File: src/rtl/stack_ctrl.sv
// stack_ctrl: sequences push/pop/call/ret on a downward-growing memory stack.
// Shares the single data-memory port with the MEM-stage load/store path,
// which always wins. Stalls ID while a pop/ret read is outstanding.
//
// Ports:
//   clk, rst                  clock (rising edge), async active-high reset
//   push_req/pop_req/
//   call_req/ret_req          stack requests, priority ret > pop > call > push
//   push_data, call_ret_addr  write values for push / call
//   lsu_req/we/addr/wdata     load/store request for the memory port
//   mem_en/we/addr/wdata      memory port (combinational mux)
//   mem_rdata                 synchronous-read data, valid the cycle after a read
//   stall                     hold the ID stage
//   pop_data/pop_valid        popped value and its one-cycle pulse
//   ret_pc/ret_valid          popped return address and its one-cycle pulse
//   sp                        next free slot address
//   overflow/underflow        sticky error flags, cleared only by rst
module stack_ctrl #(
  parameter int unsigned         DATA_W    = 19,
  parameter logic [DATA_W-1:0]   STACK_TOP = DATA_W'(19'h7FFFF),
  parameter int unsigned         DEPTH     = 16
) (
  input  logic              clk,
  input  logic              rst,
  input  logic              push_req,
  input  logic              pop_req,
  input  logic              call_req,
  input  logic              ret_req,
  input  logic [DATA_W-1:0] push_data,
  input  logic [DATA_W-1:0] call_ret_addr,
  input  logic              lsu_req,
  input  logic              lsu_we,
  input  logic [DATA_W-1:0] lsu_addr,
  input  logic [DATA_W-1:0] lsu_wdata,
  output logic              mem_en,
  output logic              mem_we,
  output logic [DATA_W-1:0] mem_addr,
  output logic [DATA_W-1:0] mem_wdata,
  input  logic [DATA_W-1:0] mem_rdata,
  output logic              stall,
  output logic [DATA_W-1:0] pop_data,
  output logic              pop_valid,
  output logic [DATA_W-1:0] ret_pc,
  output logic              ret_valid,
  output logic [DATA_W-1:0] sp,
  output logic              overflow,
  output logic              underflow
);

  localparam int unsigned CNT_W = $clog2(DEPTH + 1);

  typedef enum logic {IDLE, RD_WAIT} state_t;

  state_t            state;
  logic [CNT_W-1:0]  count;
  logic              op_ret;

  logic any_req, sel_rd, sel_wr, sel_call;
  logic is_full, is_empty, stack_go;
  logic do_write, do_read, ovf_hit, unf_hit;
  logic [DATA_W-1:0] wr_val;

  // Request decode with fixed priority ret > pop > call > push.
  assign any_req  = push_req | pop_req | call_req | ret_req;
  assign sel_rd   = ret_req | pop_req;
  assign sel_wr   = ~sel_rd & (call_req | push_req);
  assign sel_call = ~sel_rd & call_req;
  assign wr_val   = sel_call ? call_ret_addr : push_data;

  assign is_full  = (count == CNT_W'(DEPTH));
  assign is_empty = (count == '0);

  // Stack may act only in IDLE with the port free; gated by rst so nothing
  // reaches memory while reset is held.
  assign stack_go = ~rst & (state == IDLE) & ~lsu_req;
  assign do_write = stack_go & sel_wr & ~is_full;
  assign do_read  = stack_go & sel_rd & ~is_empty;
  assign ovf_hit  = stack_go & sel_wr & is_full;
  assign unf_hit  = stack_go & sel_rd & is_empty;

  // Memory port mux: LSU pass-through unless the stack issues an access.
  always_comb begin
    mem_en    = lsu_req;
    mem_we    = lsu_req & lsu_we;
    mem_addr  = lsu_addr;
    mem_wdata = lsu_wdata;
    if (do_write) begin
      mem_en    = 1'b1;
      mem_we    = 1'b1;
      mem_addr  = sp;
      mem_wdata = wr_val;
    end else if (do_read) begin
      mem_en    = 1'b1;
      mem_we    = 1'b0;
      mem_addr  = sp + DATA_W'(1);
    end
  end

  // Hold ID while the LSU blocks a stack op, or while a read is outstanding.
  assign stall = (state == IDLE) & ((lsu_req & any_req) | do_read);

  // Stack state, sequencing and registered results.
  always_ff @(posedge clk or posedge rst) begin
    if (rst) begin
      state     <= IDLE;
      sp        <= STACK_TOP;
      count     <= '0;
      op_ret    <= 1'b0;
      pop_data  <= '0;
      ret_pc    <= '0;
      pop_valid <= 1'b0;
      ret_valid <= 1'b0;
      overflow  <= 1'b0;
      underflow <= 1'b0;
    end else begin
      pop_valid <= 1'b0;
      ret_valid <= 1'b0;
      case (state)
        IDLE: begin
          if (do_write) begin
            sp    <= sp - DATA_W'(1);
            count <= count + CNT_W'(1);
          end
          if (ovf_hit) overflow <= 1'b1;
          if (unf_hit) underflow <= 1'b1;
          if (do_read) begin
            sp     <= sp + DATA_W'(1);
            count  <= count - CNT_W'(1);
            op_ret <= ret_req;
            state  <= RD_WAIT;
          end
        end
        RD_WAIT: begin
          // Read data arrives this cycle; held requests are ignored.
          if (op_ret) begin
            ret_pc    <= mem_rdata;
            ret_valid <= 1'b1;
          end else begin
            pop_data  <= mem_rdata;
            pop_valid <= 1'b1;
          end
          state <= IDLE;
        end
        default: state <= IDLE;
      endcase
    end
  end

endmodule

File: config.mk
export PLATFORM = sky130hd
export DESIGN_NAME = stack_ctrl
export DESIGN_NICKNAME = d
export VERILOG_FILES = /design/src/rtl/stack_ctrl.sv
export SDC_FILE = /design/constraint.sdc
export NUM_CORES = 1
export LEC_CHECK = 0
export BUFFER_PORTS_ARGS = -buffer_cell sky130_fd_sc_hd__buf_4
export CORE_MARGIN = 2
export CORE_UTILIZATION = 50
export CTS_CLUSTER_DIAMETER = 150
export DETAILED_ROUTE_END_ITERATION = 8
export PLACE_DENSITY = 0.92
export SLEW_MARGIN = 20
export SYNTH_ARGS = -nofsm -noshare
export SYNTH_HDL_FRONTEND = slang
export SYNTH_SLANG_ARGS = --single-unit
File: constraint.sdc
create_clock -name clk -period 4.2 [get_ports clk]
set_input_delay 0.84 -clock clk [delete_from_list [all_inputs] [get_ports clk]]
set_output_delay 0.84 -clock clk [all_outputs]
set_load 0.005 [all_outputs]
Word level (Yosys, flattened, before mapping)
Cells that the tools add are included.
{"block": "op_classes", "n_addsub": 4, "n_reduce_logical": 8, "muxes": 18, "n_eq_ne": 1, "bitwise": 26}
{"cell": "$mux 19", "n": 6}
{"cell": "$add 19x1->19 const B", "n": 1}
{"cell": "$sub 19x1->19 const B", "n": 1}
{"cell": "$and 1x1->1", "n": 13}
{"cell": "$reduce_and 2->1", "n": 6}
{"cell": "$mux 5", "n": 2}
{"cell": "$mux 1", "n": 9}
{"cell": "$not 1->1", "n": 7}
{"cell": "$or 1x1->1", "n": 6}
{"cell": "$add 5x1->5 const B", "n": 1}
{"cell": "$eq 5x5->1 const B", "n": 1}
{"cell": "$logic_not 5->1", "n": 1}
{"cell": "$sub 5x1->5 const B", "n": 1}
{"cell": "$pmux 1 s2", "n": 1}
{"cell": "$reduce_bool 2->1", "n": 1}
{"block": "word_totals", "inputBits": 103, "output_inout_bits": 102, "regBits": 68}

Logic depth before layout (Yosys ltp)
{"block": "logic_depth", "ltp_word": 7, "ltp_mapped": 11, "ltp_nobuf": 8}

Least setup slack after synthesis
OpenSTA, ideal clock, no wires.
{"block": "synth_path", "path_kind": "input to output", "startpoint": "input port rst", "endpoint": "output port mem_addr[11]", "slack_ns": 0.886, "path_buffers": 2, "t_required_ns": 3.360, "t_arrival_ns": 2.474, "stages": 6, "path_cell_list": "or3_1 buf_2 a2111oi_4 nor2_1 clkbuf_1 a221o_1"}
{"block": "synth_between", "elab_chain_len": 7, "elab_cells_between_ends": 9}
{"item": "start, declared", "line_no": "24", "text": "input logic rst,"}
{"item": "$not 1->1 (*)", "line_no": "75", "text": "assign stack_go = ~rst & (state == IDLE) & ~lsu_req;"}
{"item": "$and 1x1->1 (*) (2 in series)", "line_no": "75"}
{"item": "$and 1x1->1 (2 in series)", "line_no": "77", "text": "assign do_read = stack_go & sel_rd & ~is_empty;"}
{"item": "$mux 19", "line_no": "92", "text": "end else if (do_read) begin"}
{"item": "$mux 19 (*)", "line_no": "87", "text": "if (do_write) begin"}
{"item": "end, declared", "line_no": "37", "text": "output logic [DATA_W-1:0] mem_addr,"}
Every way passes the cells marked *; elsewhere a longest branch is shown, timed or not.

Worst setup path after layout
{"block": "layout_path", "startpoint": "input port rst", "endpoint": "output port mem_addr[2]"}
Same word-level chain as after synthesis.

==> impl_metrics.py <==
metrics = {
    "timing": {
        "rsz0062_at_grt": "no",
        "final.period_utilization_pct": 89.9,
        "max_clock_freq_ghz": 0.265,
        "final.setup_skew_ns": 0.0134,
        "timing.final.ws_setup_ns": 0.425,
        "slew_viol_final": 0,
        "layout_min_cycle_time_ns": 3.77,
        "fin_hold_ws_ns": 0.495,
        "final.setup.tns_ns": 0,
        "timing.final.hold_violations": 0,
        "slew_limit_headroom_pct": 34.8,
        "max_slew.worst_pin.slew_ns": 0.978,
        "setup_violations": 0,
    },
    "critical_path": {
        "regToRegStartpoint": "state",
        "critPathArrivalTime_ns": 2.93,
        "worst_setup_start_kind": "input port",
        "crit_path_start": "rst",
        "worst-setup-path-type": "in2out",
        "worstPathMaxFanout": 12,
        "crit_path_end_kind": "output pin",
        "crit_required_ns": 3.36,
    },
    "floorplanning": {
        "rows": 32,
        "design.core.area_um2": 7770,
        "initial_utilization_pct": 52.0,
        "fp.dieW_um": 93.9,
        "io_pins": 205,
        "area_of_the_die_um2": 8820,
        "floorplan.die.height_um": 93.9,
    },
    "power": {
        "pwr_density_cell_nw_per_um2": 549,
        "static-leakage-power_nw": 2.81,
        "max-vdd-ir-drop_mv": 0.382,
    },
    "final_layout": {
        "final_cell_area_um2": 5870,
        "layout.cells.most_common": "buf_4",
        "layout-area-overhead-vs-synth_pct": 45.3,
        "layout.nets": 714,
        "utilization_pct": 75.6,
        "antenna-diode-count": 0,
        "mostFrequentLayoutCells": "213 x buf_4, 59 x nand2_1, 49 x dfrtp_1",
        "drive_above_1_share_pct": 49.0,
    },
    "logic_synthesis": {
        "asr_flop_ratio_synth_pct": 100,
        "number_of_enable_type_register_cells_in_the_synthesized_netlist": 0,
        "postSynthNetCount": 523,
        "yosys_cell_types": 51,
        "synthesis.yosys.warnings": 0,
        "post_synth_main_area_contributors": "dfrtp_1 30%, dfstp_2 12%, mux2_2 11%, nand2_1 5.5%, mux2i_1 4.7%",
        "yosys_reg_bits": 68,
        "netlist_instances": 416,
        "yosysSeqAreaShare_pct": 42.7,
        "mappedNetlistArea_um2": 4040,
        "post-synth-top-area-fraction_pct": 30.3,
        "netlist.top_cell.by_area": "dfrtp_1",
        "postSynthAreaPerCell_um2": 9.71,
        "synth_ff_type": "dfrtp_1",
    },
    "detailed_routing": {
        "dr_total_vias": 4112,
        "route.antenna.remaining_nets": 0,
        "drt_first_iter_violations": 233,
        "totalWireLength_um": 12600,
        "detail_route.vias_per_cell": 5.76,
        "detail_route.drc_violations": 0,
        "dr.pass1.iters": 6,
        "routed_wire_length_per_instance_um": 17.6,
    },
    "worst_hold_path": {
        "class_of_the_worst_hold_path": "reg2reg",
        "hp-start": "overflow",
    },
    "clock_network": {
        "post_cts_resize_count": 0,
        "root_buffer": "clkbuf_8",
        "postCtsHoldBufs": 0,
        "h-tree-depth": 3,
        "worst_setup_hold_path_clk_slew_ns": 0.07,
        "tritoncts.num_buffers": 9,
        "cts-root-to-sink-buffers": 2,
        "cts_post_setup_buffers_inserted": 0,
        "insertion_delay_ns": 0.35,
        "tritoncts": "yes",
        "clock_sink_count": 68,
    },
    "global_routing": {
        "grt_max_degree": 49,
        "first_pass_grt_wire_length_um": 19300,
        "track_usage_pct": 27.7,
        "globalRoute.totalOverflow": 0,
        "number_of_antenna_violations_at_the_first_check_in_global_routing": 0,
        "first_global_vias": 3851,
    },
    "placement": {
        "finalWeightedCongestion": 0.933,
        "place_area_um2": 5640,
        "preCtsSetupSlack_ns": 0.468,
        "post-dp-hpwl_um": 9150,
        "io_buffers": 204,
    },
    "run_status": {
        "outcome": "finished, final reports clean",
    },
    "job": {
        "maxCapViolations": 0,
    },
}
## cell families (layout without fill, tap and decap cells)
| group | after synthesis | after routing | synth area share [%] |
|---|---|---|---|
| and+or+nand+nor | 127 | 127 | 15.1 |
| AOI/OAI and AO/OA | 95 | 95 | 16.5 |
| DFF | 68 | 68 | 42.7 |
| muxes | 57 | 57 | 15.3 |
| buffers and inverters | 42 | 238 | 4.12 |
| xor gates and xnor gates | 23 | 23 | 4.98 |
| adders and majority gates | 4 | 4 | 1.24 |
## area by class of cell
class                      instances  area [um^2]
multi-input combinational        306         2150
fill                             536         1900
sequential                        68         1730
timing repair buffer             213         1600
clock buffer                      11          151
tap                              102          128
clock inverter                     5         83.8
inverter                           9         35.0
## critical path, stage by stage
cell and delay [ns]:
buf_4 0.12, or3_1 0.49, a211o_1 0.34, inv_2 0.15, nor2_1 0.24, buf_4 0.25, a221o_1 0.36, buf_4 0.14
## worst paths after layout
check	end	slack, ns	cells past startpoint
worst min register to register	overflow	0.50	1
worst min-delay path	overflow	0.50	1
worst max-delay path	mem_addr[2]	0.43	8
max in group asynchronous	ret_pc[16]	2.79	3
min in group asynchronous	pop_data[12]	0.65	2
worst max register to register	count[4]	1.49	9
## where the power goes
group | total (mW) | switching [mW] | leakage, nW | internal [mW]
Sequential | 1.34 | 0.344 | 0.779 | 0.999
Clock | 0.631 | 0.263 | 0.112 | 0.368
Combinational | 1.25 | 0.491 | 1.92 | 0.758
Total | 3.22 | 1.10 | 2.81 | 2.12
## routing by layer
layer	GRT usage [%]	wire length, um	vias to the layer above
li1	-	-	1895
met1	35.3	5070	2004
met5	0	0	-
met2	47.1	6400	196
met3	6.18	963	17
met4	8.21	161	0
## Yosys cell counts, drive strengths merged (2+ instances only)
cell type and instances:
a21oi 7, a221o 7, a22oi 3, a31o 2, a31oi 8, a32oi 2
and2 4, and3 6, and4 2, buf 9, clkbuf 24, dfrtp 49
dfstp 19, ha 4, inv 9, mux2 38, mux2i 19, nand2 59
nand3 8, nand4 4, nor2 17, nor3 7, nor4 3, o211ai 7
o21ai 38, o22ai 6, o311ai 5, o32ai 2, or2 3, or3 8
or4 3, xnor2 10, xor2 13
## flip-flops by register name, summed over array words and instances, names as in the netlist
signal / flops
state: 1
pop_valid: 1
overflow: 1
sp: 19
ret_valid: 1
underflow: 1
count: 5
op_ret: 1
ret_pc: 19
pop_data: 19
## stage by stage
stage | std cells | power [mW]
after floorplan | 416 | 1.86
after global placement | 698 | 2.50
after detailed placement | 698 | 2.58
after CTS | 714 | 3.22
after global routing | 714 | 3.41
final | 714 | 3.22
Note: power is estimated with default switching activity, not from simulation.
